$ cat config.mk
export PLATFORM = sky130hd
export DESIGN_NAME = seg7_scan_capture
export DESIGN_NICKNAME = d
export VERILOG_FILES = /design/src/rtl/seg7_pkg.sv /design/src/rtl/seg7_to_hex.sv /design/src/rtl/seg7_scan_capture.sv
export SDC_FILE = /design/constraint.sdc
export NUM_CORES = 1
export LEC_CHECK = 0
export ABC_CLOCK_PERIOD_IN_PS = 2700
export CAP_MARGIN = 40
export CELL_PAD_IN_SITES_DETAIL_PLACEMENT = 0
export CELL_PAD_IN_SITES_GLOBAL_PLACEMENT = 1
export CORE_MARGIN = 10
export CORE_UTILIZATION = 40
export CTS_BUF_LIST = sky130_fd_sc_hd__clkbuf_16
export CTS_CLUSTER_DIAMETER = 40
export DETAILED_ROUTE_END_ITERATION = 8
export PLACE_DENSITY_LB_ADDON = 0.1
export SYNTH_ARGS = -nofsm -noshare
export SYNTH_HDL_FRONTEND = slang
export SYNTH_HIERARCHICAL = 1
export SYNTH_SLANG_ARGS = --single-unit
$ cat constraint.sdc
create_clock -name clk16 -period 2.7 [get_ports clk16]
set_input_delay 0.81 -clock clk16 [delete_from_list [all_inputs] [get_ports clk16]]
set_output_delay 0.81 -clock clk16 [all_outputs]
set_load 0.005 [all_outputs]
$ cat src/rtl/seg7_pkg.sv
// Shared seven-segment constants: active-low hex patterns, capture FSM states, anode idle value.
// Reused by both the segment encoder side and the scan-capture monitor.
package seg7_pkg;

    // Active-low segment patterns, bit order {g,f,e,d,c,b,a}
    localparam logic [6:0] SEG_0 = 7'b1000000;
    localparam logic [6:0] SEG_1 = 7'b1111001;
    localparam logic [6:0] SEG_2 = 7'b0100100;
    localparam logic [6:0] SEG_3 = 7'b0110000;
    localparam logic [6:0] SEG_4 = 7'b0011001;
    localparam logic [6:0] SEG_5 = 7'b0010010;
    localparam logic [6:0] SEG_6 = 7'b0000010;
    localparam logic [6:0] SEG_7 = 7'b1111000;
    localparam logic [6:0] SEG_8 = 7'b0000000;
    localparam logic [6:0] SEG_9 = 7'b0010000;
    localparam logic [6:0] SEG_A = 7'b0001000;
    localparam logic [6:0] SEG_B = 7'b0000011;
    localparam logic [6:0] SEG_C = 7'b1000110;
    localparam logic [6:0] SEG_D = 7'b0100001;
    localparam logic [6:0] SEG_E = 7'b0000110;
    localparam logic [6:0] SEG_F = 7'b0001110;

    localparam logic [3:0] AN_OFF = 4'b1111;

    typedef enum logic [1:0] {
        ST_BLANK  = 2'd0,
        ST_SETTLE = 2'd1,
        ST_HOLD   = 2'd2
    } state_t;

    // Index of the (lowest) active-low anode; only meaningful when exactly one is low
    function automatic logic [1:0] an_index(input logic [3:0] an_n);
        logic [1:0] idx;
        idx = 2'd0;
        for (int i = 3; i >= 0; i--) begin
            if (!an_n[i]) idx = 2'(i);
        end
        return idx;
    endfunction

endpackage

$ cat src/rtl/seg7_to_hex.sv
// Combinational active-low segment pattern to hex nibble decoder.
// Zero latency; o_vld low (nibble 0) for patterns outside the hex table.
module seg7_to_hex
    import seg7_pkg::*;
(
    input  logic [6:0] i_seg,
    output logic [3:0] o_nib,
    output logic       o_vld
);

    always_comb begin
        o_nib = 4'h0;
        o_vld = 1'b1;
        case (i_seg)
            SEG_0: o_nib = 4'h0;
            SEG_1: o_nib = 4'h1;
            SEG_2: o_nib = 4'h2;
            SEG_3: o_nib = 4'h3;
            SEG_4: o_nib = 4'h4;
            SEG_5: o_nib = 4'h5;
            SEG_6: o_nib = 4'h6;
            SEG_7: o_nib = 4'h7;
            SEG_8: o_nib = 4'h8;
            SEG_9: o_nib = 4'h9;
            SEG_A: o_nib = 4'hA;
            SEG_B: o_nib = 4'hB;
            SEG_C: o_nib = 4'hC;
            SEG_D: o_nib = 4'hD;
            SEG_E: o_nib = 4'hE;
            SEG_F: o_nib = 4'hF;
            default: o_vld = 1'b0;
        endcase
    end

endmodule

$ cat src/rtl/seg7_scan_capture.sv
// Monitors a multiplexed 4-digit active-low scan bus and rebuilds the shown 16-bit value.
// Inputs registered once; a digit is captured after SETTLE stable cycles; no backpressure.
module seg7_scan_capture
    import seg7_pkg::*;
#(
    parameter int SETTLE  = 2,
    parameter int IDLE_TO = 64
) (
    input  logic        clk16,
    input  logic        reset,
    input  logic [3:0]  an,
    input  logic [6:0]  seg,
    input  logic        clr_err,
    output logic [15:0] value,
    output logic        frame_valid,
    output logic [3:0]  digit_mask,
    output logic        seg_err,
    output logic        multi_err,
    output logic        idle
);

    localparam int SCW = $clog2(SETTLE) + 1;
    localparam int ICW = $clog2(IDLE_TO) + 1;

    state_t          r_state, w_state_nxt;
    logic [3:0]      r_an, r_lat_an, r_mask;
    logic [6:0]      r_seg, r_lat_pat;
    logic [1:0]      r_lat_idx;
    logic [SCW-1:0]  r_set_cnt;
    logic [ICW-1:0]  r_idle_cnt;
    logic [15:0]     r_shadow, r_value;
    logic            r_fv, r_seg_err, r_multi_err, r_idle;

    logic            w_single, w_multi, w_match;
    logic            w_latch, w_capture, w_set_inc;
    logic [3:0]      w_nib;
    logic            w_dec_vld;

    assign w_single = ($countones(~r_an) == 1);
    assign w_multi  = ($countones(~r_an) > 1);
    assign w_match  = (r_an == r_lat_an) && (r_seg == r_lat_pat);

    seg7_to_hex u_dec (
        .i_seg (r_lat_pat),
        .o_nib (w_nib),
        .o_vld (w_dec_vld)
    );

    always_ff @(posedge clk16 or negedge reset) begin
        if (!reset) begin
            r_an  <= AN_OFF;
            r_seg <= 7'h7F;
        end else begin
            r_an  <= an;
            r_seg <= seg;
        end
    end

    always_ff @(posedge clk16 or negedge reset) begin
        if (!reset) r_state <= ST_BLANK;
        else        r_state <= w_state_nxt;
    end

    // A multi-anode cycle overrides every state and suppresses capture
    always_comb begin
        w_state_nxt = r_state;
        w_latch     = 1'b0;
        w_capture   = 1'b0;
        w_set_inc   = 1'b0;
        if (w_multi) begin
            w_state_nxt = ST_BLANK;
        end else begin
            case (r_state)
                ST_BLANK: begin
                    if (w_single) begin
                        w_latch     = 1'b1;
                        w_state_nxt = ST_SETTLE;
                    end
                end
                ST_SETTLE: begin
                    if (!w_match) begin
                        w_state_nxt = ST_BLANK;
                    end else if (int'(r_set_cnt) + 1 >= SETTLE - 1) begin
                        w_capture   = 1'b1;
                        w_state_nxt = ST_HOLD;
                    end else begin
                        w_set_inc   = 1'b1;
                    end
                end
                ST_HOLD: begin
                    if (r_an != r_lat_an) w_state_nxt = ST_BLANK;
                end
                default: w_state_nxt = ST_BLANK;
            endcase
        end
    end

    always_ff @(posedge clk16 or negedge reset) begin
        if (!reset) begin
            r_lat_an  <= AN_OFF;
            r_lat_pat <= 7'h7F;
            r_lat_idx <= 2'd0;
            r_set_cnt <= '0;
        end else if (w_latch) begin
            r_lat_an  <= r_an;
            r_lat_pat <= r_seg;
            r_lat_idx <= an_index(r_an);
            r_set_cnt <= '0;
        end else if (w_set_inc && (r_set_cnt != SCW'(SETTLE - 1))) begin
            r_set_cnt <= r_set_cnt + 1'b1;
        end
    end

    // Frame completion and a new capture may share a cycle; the capture's mask bit survives
    always_ff @(posedge clk16 or negedge reset) begin
        if (!reset) begin
            r_shadow <= '0;
            r_mask   <= '0;
            r_value  <= '0;
            r_fv     <= 1'b0;
        end else begin
            r_fv <= 1'b0;
            if (r_mask == 4'hF) begin
                r_value <= r_shadow;
                r_fv    <= 1'b1;
                r_mask  <= '0;
            end
            if (w_capture) begin
                r_shadow[{r_lat_idx, 2'b00} +: 4] <= w_dec_vld ? w_nib : 4'h0;
                r_mask[r_lat_idx]                 <= 1'b1;
            end
        end
    end

    always_ff @(posedge clk16 or negedge reset) begin
        if (!reset) begin
            r_seg_err   <= 1'b0;
            r_multi_err <= 1'b0;
        end else begin
            if (w_capture && !w_dec_vld) r_seg_err <= 1'b1;
            else if (clr_err)            r_seg_err <= 1'b0;
            if (w_multi)                 r_multi_err <= 1'b1;
            else if (clr_err)            r_multi_err <= 1'b0;
        end
    end

    // idle holds high out of reset until the first capture
    always_ff @(posedge clk16 or negedge reset) begin
        if (!reset) begin
            r_idle_cnt <= '0;
            r_idle     <= 1'b1;
        end else if (w_capture) begin
            r_idle_cnt <= '0;
            r_idle     <= 1'b0;
        end else if (r_idle_cnt != ICW'(IDLE_TO)) begin
            r_idle_cnt <= r_idle_cnt + 1'b1;
            if (r_idle_cnt == ICW'(IDLE_TO - 1)) r_idle <= 1'b1;
        end
    end

    assign value       = r_value;
    assign frame_valid = r_fv;
    assign digit_mask  = r_mask;
    assign seg_err     = r_seg_err;
    assign multi_err   = r_multi_err;
    assign idle        = r_idle;

endmodule

Yosys cells after proc, flatten, opt, wreduce, memory -nomap -nowiden
Index checks and enable logic that the tools add are counted.
Widths: inputs -> output; s select.

word-level totals
  input port bits = 14
  bits in writable memories = 0
  flip-flop bits (word level) = 75
  bits in read-only memories = 0
  memories = 0
  bits in latches = 0
  output and inout bits = 24
  logic and storage cells = 113

cells by class
  multipliers = 0
  shift operators = 2
  multiplexer cells = 40
  reductions and logical operators = 15
  add/sub/neg operators = 7
  bitwise operators = 2
  div/mod/pow operators = 0
  magnitude comparators = 4
  equal/unequal tests = 28

operator list
  kind                    number
  $pmux 4 s15             1
  $eq 32x2->1 const B     1
  $eq 7x6->1 const B      4
  $eq 7x7->1 const B      4
  $mux 2                  11
  $eq 7x5->1 const B      3
  $mux 1                  20
  $bwmux 16               1
  $reduce_or 16->1        1
  $shift 4x6->16 const A  1
  $shiftx 4x6->16         1
  $eq 7x2->1 const B      2
  $eq 7x4->1 const B      2
  $mux 7                  2
  $mux 4                  3
  $reduce_bool 2->1       5
  $add 7x1->7 const B     1
  $eq 7x3->1 const B      1
  $eq 7x7->1              1
  $logic_not 7->1         1
  $ne 7x7->1 const B      1
  $ne 3x3->1 const B      2
  $neg 4->6               1
  $pmux 2 s3              1
  23 further kinds        27

Depth between registers and ports, before layout
  word-level depth = 9
  mapped depth = 10
  mapped depth without buffers = 9

Cells and area by module
Netlist, hierarchy kept.

by module, submodules not included
  module             area each (um^2)  sequential area each (um^2)  cells each  instances
  seg7_scan_capture  3176.8            1855.5                       270         1
  seg7_to_hex        392.9             0.0                          63          1

Worst setup path before layout
No wires, ideal clock.

  kind = reg2reg
  start = register r_an[0]
  end = register r_shadow[0]
  cell stages (with the launch flop) = 10
  period minus slack after synthesis = 2553 ps
  setup time = 128 ps
  data required time = 2572 ps
  buffers on the path = 0
  slack = 147 ps
  arrival = 2425 ps
  cells stage by stage = dfstp_2 -> fa_1 -> inv_1 -> ha_1 -> inv_1 -> ha_1 -> nand3b_1 -> nor4_4 -> nand4_2 -> mux2_1

between the ends
  longest elaborated chain between the ends = 5
  elaborated cells between the ends (all ways) = 9
  classes of those cells = add/sub (2); order compare (1); eq/ne (1); mux (3); bitwise (1); reduce/logical (1)

RTL lines
  what                                                                           line                                              source
  start, declared                                                                seg7_scan_capture.sv:26                           logic [3:0] r_an, r_lat_an, r_mask;
  start signal, assigned                                                         seg7_scan_capture.sv:54                           r_an <= an;
  $not 4->4 / $eq 4x4->1 (equally long branches)                                 seg7_scan_capture.sv:40, seg7_scan_capture.sv:41
  $add 1x1->2 (implied by the code) / $logic_and 1x1->1 (equally long branches)  seg7_scan_capture.sv:40, seg7_scan_capture.sv:41
  $add 2x2->3 (implied by the code) / $mux 1 (equally long branches)             seg7_scan_capture.sv:40, seg7_scan_capture.sv:81
  $gt 3x1->1 / $mux 1 (equally long branches)                                    seg7_scan_capture.sv:40, seg7_scan_capture.sv:73
  $mux 1 (*)                                                                     seg7_scan_capture.sv:70                           if (w_multi) begin
  end signal, assigned by index                                                  seg7_scan_capture.sv:129                          r_shadow[{r_lat_idx, 2'b00} +: 4] <= w_dec_vld ? w_nib : 4'h0;
  end, declared                                                                  seg7_scan_capture.sv:31                           logic [15:0] r_shadow, r_value;

Mark *: on every way between the ends. The rest lies on a longest branch, timed or not.
A chain may end at the register's enable or synchronous reset.

Worst setup path in the final report
  start = register r_an[0]
  end = register r_shadow[4]

Same word-level chain as after synthesis.

==> impl_metrics.env <==
export IMPL_firstDrtPassIters=4
export IMPL_setup_worst_path_class="flip-flop to flip-flop"
export IMPL_max_slew_margin_pct=53.3
export IMPL_avgSynthCellArea_um2=10.7
export IMPL_io_buffers=37
export IMPL_initial_core_util_pct=40.9
export IMPL_synthMuxAreaShare_pct=9.04
export IMPL_yosysWarnings=6
export IMPL_slew_violations=0
export IMPL_regArea_um2=1860
export IMPL_drc_errors=0
export IMPL_synth_edf_count=0
export IMPL_synth_compound_area_share_pct=5.78
export IMPL_status="finished, final reports clean"
export IMPL_finalClockSkew_ns=0.00750
export IMPL_grt_usage_pct=11.8
export IMPL_synthCells=333
export IMPL_cts_sinks=73
export IMPL_gp_congestion=0.756
export IMPL_switching_share_pct=30.5
export IMPL_multi_input_area_um2=1610
export IMPL_required_ns=2.90
export IMPL_holdWs_ns=0.442
export IMPL_syn_num_nets=361
export IMPL_fin_nets=403
export IMPL_rows=34
export IMPL_fin_crit_sh_pct=95.8
export IMPL_grt_pass1_wl_mm=12.6
export IMPL_insertedDiodeCount=0
export IMPL_ys_types=51
export IMPL_die_w_um=114
export IMPL_drive_above_1_share_pct=15.5
export IMPL_yosys_area_share_simple_pct=21.0
export IMPL_async_reset_ff_share_pct=100
export IMPL_fmax_ghz=0.387
export IMPL_ant_nets=0
export IMPL_grt_pass1_vias=2590
export IMPL_grt_ovfl_total=0
export IMPL_postPlaceCellArea_um2=4080
export IMPL_design_area_um2=4450
export IMPL_grt_max_degree=55
export IMPL_die_area_um2=13100
export IMPL_power_density_nw_per_um2=866
export IMPL_setup_viol=0
export IMPL_wire_per_inst_um=14.5
export IMPL_cts_htree_levels=3
export IMPL_syn_to_final_growth_pct=24.6
export IMPL_power_switching_mw=1.18
export IMPL_post_route_min_period_ns=2.59
export IMPL_synth_area_um2=3570
export IMPL_maxCapViolCount=0
export IMPL_pwr_share_comb_pct=21.1
export IMPL_clk_pin_slew_ns=0.06
export IMPL_synth_xor_area_share_pct=3.93
export IMPL_vdd_drop_max_mv=0.377
export IMPL_synthAdderAreaFrac_pct=5.12
export IMPL_antenna_found_initial=0
export IMPL_clock_latency_ns=0.33
export IMPL_fillCellCount=823
export IMPL_ys_ff_latch=73
export IMPL_dp_hpwl_mm=5.08
export IMPL_coreArea_um2=8720
export IMPL_cts_buffers=9
export IMPL_intPower_mw=2.68
export IMPL_clock_power_share_pct=36.9
export IMPL_initialDrtViolationCount=163
export IMPL_yosysSeqAreaShare_pct=52.0
export IMPL_vias=2427
export IMPL_clk_path_buf_depth=2
export IMPL_ctsHoldBuffers=0
export IMPL_top_level_ports=38
export IMPL_p_seq_share_pct=42.0
export IMPL_synth_ff_type="dfrtp_1"
export IMPL_cts_tree="done"
export IMPL_rsz0062_at_grt="yes"
export IMPL_crit_path_end_kind="flip-flop"
export IMPL_min_path_type="input pin to asynchronous set/reset pin"
export IMPL_cts_root_buf="clkbuf_16"
export IMPL_cp_max_fo=7
export IMPL_hold_viol_final=0
export IMPL_worst_pin_slew_ns=0.695
export IMPL_viasPerCell=4.97
export IMPL_die_height_um=114
export IMPL_synth_top_family_by_area="simple AND/OR/NAND/NOR gates"
export IMPL_p_leak_nw=2.07
export IMPL_critPathLaunchType="flip-flop"
export IMPL_wl_mm=7.07
export IMPL_arrival_ns=2.79
## worst max-delay path, cell delays in order (launching register included)
cell	delay, ns
dfstp_2	0.39
fa_1	0.53
inv_1	0.04
ha_1	0.18
inv_1	0.06
ha_1	0.16
nand3b_1	0.12
nor4_4	0.27
buf_6	0.17
nand4_2	0.16
mux2_1	0.37
## per-layer routing
metal	global-route usage [%]	routed length (um)	part of all wire, %	up-vias
met4	5.68	133	1.9	0
met2	17.4	3050	43	46
li1	-	-	-	1222
met1	15.7	3590	51	1146
met3	3.14	292	4.1	13
met5	0	0	0	-
## final cells by class
cell class | count | area share, %
Clock buffer | 9 | 5.06
Clock inverter | 7 | 3.01
Inverter | 13 | 1.10
Multi-Input combinational cell | 235 | 36.2
Sequential cell | 73 | 41.7
Tap cell | 108 | 3.04
Timing Repair Buffer | 43 | 9.87
## registers in the layout, summed over array words and instances (netlist names)
| name | count |
|---|---|
| r_lat_an | 4 |
| r_lat_pat | 7 |
| r_shadow | 16 |
| idle | 1 |
| r_an | 4 |
| r_state | 2 |
| frame_valid | 1 |
| r_idle_cnt | 7 |
| multi_err | 1 |
| digit_mask | 4 |
| value | 16 |
| r_lat_idx | 2 |
| r_seg | 7 |
| seg_err | 1 |
## synthesized netlist by cell type (4+ instances only)
master	n	area (um2)
nand4_2	4	50.1
dfstp_2	23	604
nand3_1	7	35.0
dfrtp_1	50	1250
nand3b_1	4	30.0
xor2_1	14	123
nor2_1	33	124
o21ai_0	8	40.0
a22o_1	4	35.0
mux2_1	19	214
or3_1	4	25.0
buf_2	5	25.0
nor2b_1	4	25.0
inv_1	12	45.0
ha_1	13	163
nand2_1	66	248
mux2_2	7	78.8
## cell usage in the layout (no fill, tap or decap), types with 7 or more instances in the layout
master,count
nand2_1,66
dfrtp_1,50
clkdlybuf4s50_1,36
nor2_1,33
dfstp_2,23
mux2_1,19
xor2_1,14
inv_1,13
ha_1,13
clkbuf_16,9
o21ai_0,8
nand3_1,7
mux2_2,7
## kinds of logic (layout without fill, tap and decap cells)
kind of cell | after synthesis | count (layout)
adder cells (fa/ha/maj) | 14 | 14
AND/OR/NAND/NOR | 146 | 146
AO/OA/AOI/OAI | 30 | 30
multiplexers | 29 | 29
buffers and inverters | 25 | 72
XOR/XNOR | 16 | 16
flip-flops | 73 | 73
## path summary, 6_finish.rpt
kind	start	end	slack [ns]	cells after the start
worst min-delay path	reset	r_idle_cnt[5]	0.44	1
worst max-delay path	r_an[0]	r_shadow[4]	0.11	10
worst min register to register	r_shadow[7]	value[7]	0.46	2
min in group clk16	r_shadow[7]	value[7]	0.46	2
worst max register to register	r_an[0]	r_shadow[4]	0.11	10
max in group asynchronous	reset	r_lat_an[0]	1.56	2
## metrics by stage
step | instances | util, % | worst slack [ns] | TNS, ns | total power [mW]
5_1_grt | 488 | 51.0 | -0.0500 | -0.442 | 4.10
3_5_place_dp | 472 | 46.8 | 0.0539 | 0 | 2.45
2_1_floorplan | 333 | - | 0.147 | 0 | 2.24
3_3_place_gp | 472 | 46.8 | 0.140 | 0 | 2.44
4_1_cts | 488 | 50.9 | 0.0633 | 0 | 3.88
6_report | 488 | 51.0 | 0.113 | 0 | 3.85
## power groups by stage
stage	Clock [mW]	Combinational, mW	Sequential (mW)
after global routing	1.51	0.929	1.66
after detailed placement	0	0.814	1.64
after CTS	1.45	0.816	1.62
after floorplan	0	0.789	1.45
final	1.42	0.814	1.62
after global placement	0	0.806	1.64
## what timing repair did
| action | CTS | global route |
|---|---|---|
| resized for setup | 0 | 2 |
| endpoints found under the setup margin | 0 | 16 |
| setup buffers | 0 | 0 |
| endpoints found under the hold margin | 0 | 0 |
No activity file was read; power rests on OpenSTA's default activity.
